## config.mk

```make
export PLATFORM = sky130hd
export DESIGN_NAME = instruction_loader
export DESIGN_NICKNAME = d
export VERILOG_FILES = /design/src/rtl/instruction_loader.sv
export SDC_FILE = /design/constraint.sdc
export NUM_CORES = 1
export LEC_CHECK = 0
export BUFFER_PORTS_ARGS = -buffer_cell sky130_fd_sc_hd__buf_4
export CORE_MARGIN = 3
export CORE_UTILIZATION = 45
export CTS_CLUSTER_DIAMETER = 120
export DETAILED_ROUTE_END_ITERATION = 8
export HOLD_SLACK_MARGIN = 0.05
export PLACE_DENSITY = 0.7
export RECOVER_POWER = 100
export SLEW_MARGIN = 20
export SYNTH_ARGS = -nofsm -noshare
export SYNTH_HDL_FRONTEND = slang
export SYNTH_SLANG_ARGS = --single-unit
```

## constraint.sdc

```tcl
create_clock -name clk -period 2.3 [get_ports clk]
set_input_delay 0.23 -clock clk [delete_from_list [all_inputs] [get_ports clk]]
set_output_delay 0.23 -clock clk [all_outputs]
set_load 0.01 [all_outputs]
```

## src/rtl/instruction_loader.sv

```systemverilog
`timescale 1ns/1ps
// instruction_loader
// Debug-side writer for the instruction memory's program-load port. Bytes
// arriving on rx_valid are assembled MSB-first into 32-bit words. Each word
// is written to consecutive word addresses starting at 0. A session ends on
// the terminator word, which is itself written, or when memory is full.
//
// Ports:
//   clk              system clock, rising edge
//   rst              synchronous active-high reset
//   start            begin a load session (honoured in IDLE and DONE only)
//   rx_data[7:0]     received byte
//   rx_valid         one-cycle strobe qualifying rx_data
//   wr_instruction   one-cycle write strobe to instruction memory
//   data_instruction word being written
//   inst_addr        word address (upper bits zero)
//   busy             session in progress (RECV or WRITE)
//   done             session finished; held until next start or rst
//   full             session ended because 2^ADDR_W words were written
//   word_count       words written this session
module instruction_loader #(
    parameter int unsigned ADDR_W    = 5,
    parameter logic [31:0] TERM_WORD = 32'hFFFF_FFFF
) (
    input  logic              clk,
    input  logic              rst,
    input  logic              start,
    input  logic [7:0]        rx_data,
    input  logic              rx_valid,
    output logic              wr_instruction,
    output logic [31:0]       data_instruction,
    output logic [31:0]       inst_addr,
    output logic              busy,
    output logic              done,
    output logic              full,
    output logic [ADDR_W:0]   word_count
);

    localparam int unsigned CNT_W = ADDR_W + 1;
    localparam int unsigned DEPTH = 1 << ADDR_W;

    typedef enum logic [1:0] {
        IDLE  = 2'd0,
        RECV  = 2'd1,
        WRITE = 2'd2,
        DONE  = 2'd3
    } state_t;

    state_t             state_q, state_d;
    // Only the first three bytes need holding; the fourth goes straight
    // into the output word.
    logic [23:0]        asm_q, asm_d;
    logic [1:0]         byte_cnt_q, byte_cnt_d;
    logic [31:0]        data_q, data_d;
    // The session word count doubles as the write address: both clear on
    // start and advance together after every write.
    logic [CNT_W-1:0]   count_q, count_d;
    logic               wr_q, wr_d;
    logic               busy_q, busy_d;
    logic               done_q, done_d;
    logic               full_q, full_d;

    logic [CNT_W-1:0]   count_inc;
    logic [31:0]        rx_word;
    logic               is_term;
    logic               hit_full;

    assign count_inc = count_q + CNT_W'(1);
    assign rx_word   = {asm_q, rx_data};
    assign is_term   = (data_q == TERM_WORD);
    assign hit_full  = (count_inc == CNT_W'(DEPTH));

    // State and datapath registers.
    always_ff @(posedge clk) begin
        if (rst) begin
            state_q    <= IDLE;
            asm_q      <= '0;
            byte_cnt_q <= '0;
            data_q     <= '0;
            count_q    <= '0;
            wr_q       <= 1'b0;
            busy_q     <= 1'b0;
            done_q     <= 1'b0;
            full_q     <= 1'b0;
        end else begin
            state_q    <= state_d;
            asm_q      <= asm_d;
            byte_cnt_q <= byte_cnt_d;
            data_q     <= data_d;
            count_q    <= count_d;
            wr_q       <= wr_d;
            busy_q     <= busy_d;
            done_q     <= done_d;
            full_q     <= full_d;
        end
    end

    // Next-state and next-output logic.
    always_comb begin
        state_d    = state_q;
        asm_d      = asm_q;
        byte_cnt_d = byte_cnt_q;
        data_d     = data_q;
        count_d    = count_q;
        wr_d       = 1'b0;
        done_d     = done_q;
        full_d     = full_q;

        unique case (state_q)
            IDLE: begin
                if (start) begin
                    state_d    = RECV;
                    asm_d      = '0;
                    byte_cnt_d = '0;
                    count_d    = '0;
                end
            end

            RECV: begin
                if (rx_valid) begin
                    asm_d = {asm_q[15:0], rx_data};
                    if (byte_cnt_q == 2'd3) begin
                        data_d     = rx_word;
                        wr_d       = 1'b1;
                        byte_cnt_d = '0;
                        state_d    = WRITE;
                    end else begin
                        byte_cnt_d = byte_cnt_q + 2'd1;
                    end
                end
            end

            WRITE: begin
                count_d = count_inc;
                if (is_term || hit_full) begin
                    // A byte arriving now belongs to no session; drop it.
                    state_d = DONE;
                    done_d  = 1'b1;
                    full_d  = hit_full;
                end else begin
                    state_d = RECV;
                    // Back-to-back stream: this byte starts the next word.
                    if (rx_valid) begin
                        asm_d      = {asm_q[15:0], rx_data};
                        byte_cnt_d = 2'd1;
                    end
                end
            end

            DONE: begin
                if (start) begin
                    state_d    = RECV;
                    asm_d      = '0;
                    byte_cnt_d = '0;
                    count_d    = '0;
                    done_d     = 1'b0;
                    full_d     = 1'b0;
                end
            end

            default: begin
                state_d = IDLE;
            end
        endcase

        busy_d = (state_d == RECV) || (state_d == WRITE);
    end

    assign wr_instruction   = wr_q;
    assign data_instruction = data_q;
    assign inst_addr        = 32'(count_q);
    assign busy             = busy_q;
    assign done             = done_q;
    assign full             = full_q;
    assign word_count       = count_q;

endmodule

```

* Word-level counts from Yosys, hierarchy flattened
Index checks and enable logic that the tools add are counted.
Word-level totals: logic and storage cells 62, memories 0, bits in read-only memories 0, bits in registers 70, RAM bits 0, input port bits 12, output and inout bits 74, bits in latches 0
Cells by class: equal/unequal tests 14, bitwise operators 2, divide/modulo/power cells 0, reductions and logical operators 12, $lt $le $gt $ge 0, $add $sub $neg 2, shifts and indexed selects 0, mux-type cells 23, multipliers 0
Operators by type and width (count):
- $mux W24 | 3
- $pmux W24 S3 | 1
- $eq A32 B32 Y1 const B | 1
- $mux W2 | 9
- $pmux W2 S3 | 2
- $pmux W6 S2 | 1
- $ne A2 B2 Y1 const B | 5
- $eq A2 B2 Y1 const B | 4
- $add A6 B1 Y6 const B | 1
- $eq A6 B6 Y1 const B | 1
- $mux W6 | 1
- $reduce_and A3 Y1 | 2
- $eq A2 B1 Y1 const B | 2
- $mux W1 | 4
- $pmux W1 S2 | 2
- $reduce_and A2 Y1 | 2
- $reduce_and A4 Y1 | 1
- $reduce_bool A2 Y1 | 2
- $reduce_or A3 Y1 | 1
- $add A2 B1 Y2 const B | 1
- $logic_not A2 Y1 | 1
- $logic_or A1 B1 Y1 | 2
- $ne A2 B1 Y1 const B | 1
- $not A1 Y1 | 2
- $reduce_or A2 Y1 | 1

* Longest topological paths before layout
depth after elaboration 7, gate-level depth with buffers 8, mapped depth without buffers 7

* Worst setup path after synthesis
OpenSTA, ideal clock, no wires.
path type flip-flop to flip-flop, start point register count_q[2], in the netlist word_count[2], end point register asm_q[0], data required time 2.182 ns, clock period less this slack 1.898 ns, library setup time 0.118 ns, arrival 1.780 ns, slack 0.402 ns, buffers on the path 2, cell stages (with the launch flop) 8, path through dfxtp_1 -> and3_2 -> mux2i_1 -> a32oi_2 -> o221a_1 -> buf_6 -> buf_12 -> mux2i_1
Between the ends: word-level cells in the longest chain between the ends 5
RTL lines:
- start: declaration | line 57 | logic [CNT_W-1:0] count_q, count_d;
- start signal: assignment | line 90 | count_q <= count_d;
- $add A6 B1 Y6 | line 68 | assign count_inc = count_q + CNT_W'(1);
- $eq A6 B6 Y1 | line 71 | assign hit_full = (count_inc == CNT_W'(DEPTH));
- $logic_or A1 B1 Y1 | line 135 | if (is_term || hit_full) begin
- $ne A2 B2 Y1 (no line)
- $reduce_and A2 Y1 (no line)
- end signal: assignment | line 87 | asm_q <= asm_d;
- end: declaration | line 52 | logic [23:0] asm_q, asm_d;
Every way passes these cells. A chain may end at the register's enable or synchronous reset.

* Final worst setup path
start point register state_q[0], end point register asm_q[17]
Between the ends: word-level cells in the longest chain between the ends 4, elaborated cells on any way between the ends 9, classes of those cells eq/ne: 5; mux: 1; reduce/logical: 3
RTL lines:
- start: declaration | line 49 | state_t state_q, state_d;
- start signal: assignment | line 86 | state_q <= state_d;
- $eq A2 B2 Y1 or $logic_not A2 Y1 (tied branches) | line 109 | unique case (state_q)
- $reduce_or A2 Y1 (no line)
- $ne A2 B1 Y1 (no line)
- $reduce_and A2 Y1 (no line)
Several ways; a longest one is shown, not always the timed one.

==> flow_results.org <==
** Floorplan
- The initial utilization of the core area, before any placement, comes to 46.48%.
- Die outline area :: 8610 µm²
- After floorplanning, the core was sized to cover 7292 µm².
- During I/O placement, the number of pins put on the boundary was 86.
- Die span in x :: 92.79 µm
- The die is 92.79 µm tall.
- Standard-cell rows :: 31

** Worst setup path
- Delay of the slowest cell on the worst path :: 0.46 ns
- Critical path peak fanout :: 24
- The number of cells on the worst reg-to-reg path is 6.
- The signal on the critical path passes through inv_1 -> ha_1 -> clkbuf_1 -> o221a_1 -> buf_12 -> mux2i_1.
- In this run the critical register-to-register path is captured at asm_q[17]$_SDFFE_PP0P_.
- Beginning of the worst register-to-register path :: state_q[0]$_SDFF_PP0_
- Tracing the worst setup path back leads to its startpoint at state_q[0]$_SDFF_PP0_.
- STA classifies the critical path endpoint as a register.
- FF-to-FF setup slack :: 0.20 ns
- Critical path launch point type :: register
- At the worst endpoint, the arrival time is 2.37 ns.
- On the critical path, the stage with the largest delay is an instance of dfxtp_1.
- Data on the critical path is required at its endpoint by 2.56 ns.
- Type of the setup path with the least slack :: reg -> reg

** Synth
- Cell with the most instances after synthesis :: dfxtp_1
- Post-Synth Simple-Gate Area :: 26.21%
- Yosys mapped a number of flops with a built-in enable equal to 0.
- Number of distinct library cells after synthesis :: 40
- Adder and majority cell fraction of the synthesized area :: 2.215%
- Compound-Gate Fraction of Synth Area :: 10.00%
- Counting flops with an async set or reset pin after synthesis yields a share of 0%.
- Synthesis produced a netlist whose cell count is 391.
- Post-synthesis xor/xnor area fraction :: 0%
- After synthesis, the largest family of logic cells by area is simple AND/OR/NAND/NOR gates.
- Averaged over all synthesized cells, the footprint is 8.669 µm².
- Multiplexer cells account for 8.306% of the synthesized area.
- Area share of the largest cell type after synthesis :: 41.34%
- The Yosys step of the flow raised 0 warnings.
- Counting instances in the post-synthesis netlist gives the leading cell types as dfxtp_1, nand2_1, a21oi_1.
- Commonest register cell after synthesis :: dfxtp_1
- Post-synthesis instance area :: 3390 µm²
- Register area share after synthesis :: 41.34%
- Ranked by total cell area, the synthesized netlist is headed by dfxtp_1, mux2i_1, nand2_1.
- Counting flops and latches in the post-synthesis netlist gives 70.
- Cell taking the most area after synthesis :: dfxtp_1

** STA
- Measured slew at the worst slew-check pin :: 0.8115 ns
- Headroom to the max-slew limit came out at 45.90%.
- Crit share post-route :: 91.48%
- For the final database, setup skew stands at 0.009399 ns.
- For this run, the top clock speed supported by timing is 475.3 MHz.
- Setup violations remaining at the end of the flow were counted as 0.
- The hold violation count in the final report is 0.
- Hold slack final :: 0.1421 ns
- After layout, the minimum clock period comes to 2.104 ns.
- Setup repair after global routing missed its margin :: no
- Total negative setup slack :: 0 ns
- Final slew viol count :: 0

** Finish
- From synthesis to final layout, the design area changed by 13.25%.
- Post-Route Utilization :: 52.64%
- Fillers :: 730
- The repair_antennas step left the layout with diodes totalling 0.
- Fraction of final layout cells sized beyond drive strength 1 :: 13.77%
- Final-stage net count :: 456

** Clock tree
- Clock transition at the registers of the reported paths :: 0.07 ns
- Clock root buffer :: clkbuf_8
- TritonCTS buffer count :: 9
- Number of levels in the clock H-tree :: 3
- TritonCTS clock tree :: built
- CTS saw 70 sinks.
- Maximum root-to-sink buffer count :: 2
- The clock reaches the later pin of the worst-skew pair after 0.34 ns.
- Once the clock tree was built, the resizer swapped 0 gates to a different size.
- After clock tree synthesis, the flow added hold-fix buffers numbering 0.
- Post-CTS timing repair inserted 0 buffers for setup.

** Drt
- Initial DRT Pass Iterations :: 4
- Detailed routing inserted a total of 2,746 vias.
- After detailed routing, the average wire length per cell comes to 13.56 µm.
- Count of unresolved DRC violations after routing :: 0
- Final WL :: 7350 µm
- DR iter-0 viols :: 146
- In the routed layout, each cell is associated on average with a via count of 5.066.
- In this run the remaining antenna-violating nets after routing total 0.

** Power and ir drop
- Leakage :: 1.411 nW
- IR drop worst, VDD :: 0.4278 mV
- The design draws 3.578 mW.
- Cell Pwr Density :: 932.2 nW/µm²

** Global route
- Number of antenna violations at the first check in global routing :: 0
- Across every metal layer, demand over resource in global routing totals 17.57%.
- Wire length of the first global-routing pass :: 12,200 µm
- Maximum number of pins on one net before global-route repair :: 100
- Vias in the first global route :: 2,627
- After global routing the overflow that remains totals 0.

** Min path
- Hold-critical path depth :: 3
- For hold timing, the worst endpoint is data_instruction[7]$_SDFFE_PP0P_.
- In this run the worst hold path is classified as in -> reg.
- In this run the most critical hold path is launched from rx_data[7].

** Placed design
- During placement, the flow inserted port buffers numbering 59.
- After legalization and detailed placement, the total HPWL measured 5019 µm.
- Final weighted congestion in routability-driven placement :: 0.8360

** Flow run
- The tool flagged a number of max-cap violations equal to 0.

** Run status
- The flow ran to the end, and the final reports show no timing, DRC or antenna violations.
[how the worst max path moves through the flow]
stage	end	slack, ns	cells after the start
after floorplan	asm_q[0]$_SDFFE_PP0P_	0.40	7
after global placement	byte_cnt_q[0]$_SDFFE_PP0P_	0.38	5
after detailed placement	byte_cnt_q[0]$_SDFFE_PP0P_	0.30	5
after CTS	asm_q[17]$_SDFFE_PP0P_	0.28	6
final	asm_q[17]$_SDFFE_PP0P_	0.20	6
after global routing	asm_q[16]$_SDFFE_PP0P_	0.08	6
[flip-flops by register name, summed over array words and instances (netlist names)]
| signal | count |
|---|---|
| asm_q | 24 |
| busy | 1 |
| byte_cnt_q | 2 |
| data_instruction | 32 |
| done | 1 |
| full | 1 |
| state_q | 2 |
| word_count | 6 |
| wr_instruction | 1 |
[metal layers]
layer	routed length (µm)	global-route usage (%)
met1	3366	22.77
met2	3451	28.01
met3	423	4.224
met4	109	7.082
met5	0	0
[stage by stage]
step	setup WS [ns]	instances	area [µm²]
final	0.1960	542	3839
after global routing	0.07770	542	3839
after CTS	0.2808	542	4030
after detailed placement	0.3003	526	3760
after global placement	0.3793	526	3760
after floorplan	0.4019	416	3483
[placed cells by master, fill, tap and decap left out, types with 5 or more instances in the layout]
cell type,n
dfxtp_1,70
nand2_1,68
clkbuf_1,51
a21oi_1,38
nand2b_1,27
mux2i_1,27
conb_1,26
or3b_2,24
buf_4,17
nor2_1,12
nand4_1,10
clkbuf_8,10
inv_1,6
ha_1,6
o21ai_0,5
[layout make-up]
class	instances	area, µm²	share of cell area, %
Multi-Input combinational cell	282	1682	43.81
Clock buffer	10	137.6	3.585
Sequential cell	70	1401	36.51
Timing Repair Buffer	69	339.1	8.833
Clock inverter	6	132.6	3.455
Tap cell	99	123.9	3.227
Inverter	6	22.52	0.5867
[report_power, final]
part,internal [mW],switching (mW),total (mW)
Clock,0.858,0.461,1.32
Combinational,0.378,0.537,0.915
Sequential,1.28,0.0614,1.34
Total,2.52,1.06,3.58
[critical path, delay by kind of cell (launching register included)]
family,cells,cell delay [ns]
DFF,1,0.46
muxes,1,0.22
adders and majority gates,1,0.35
AOI/OAI and AO/OA,1,0.31
buffers and inverters,3,0.68
[logic make-up after synthesis]
group,Yosys count
flip-flops,70
AND/OR/NAND/NOR,164
other,1
buffers and inverters,64
multiplexers,28
AO/OA/AOI/OAI,58
adder cells (fa/ha/maj),6
No activity file was read; power rests on OpenSTA's default activity.
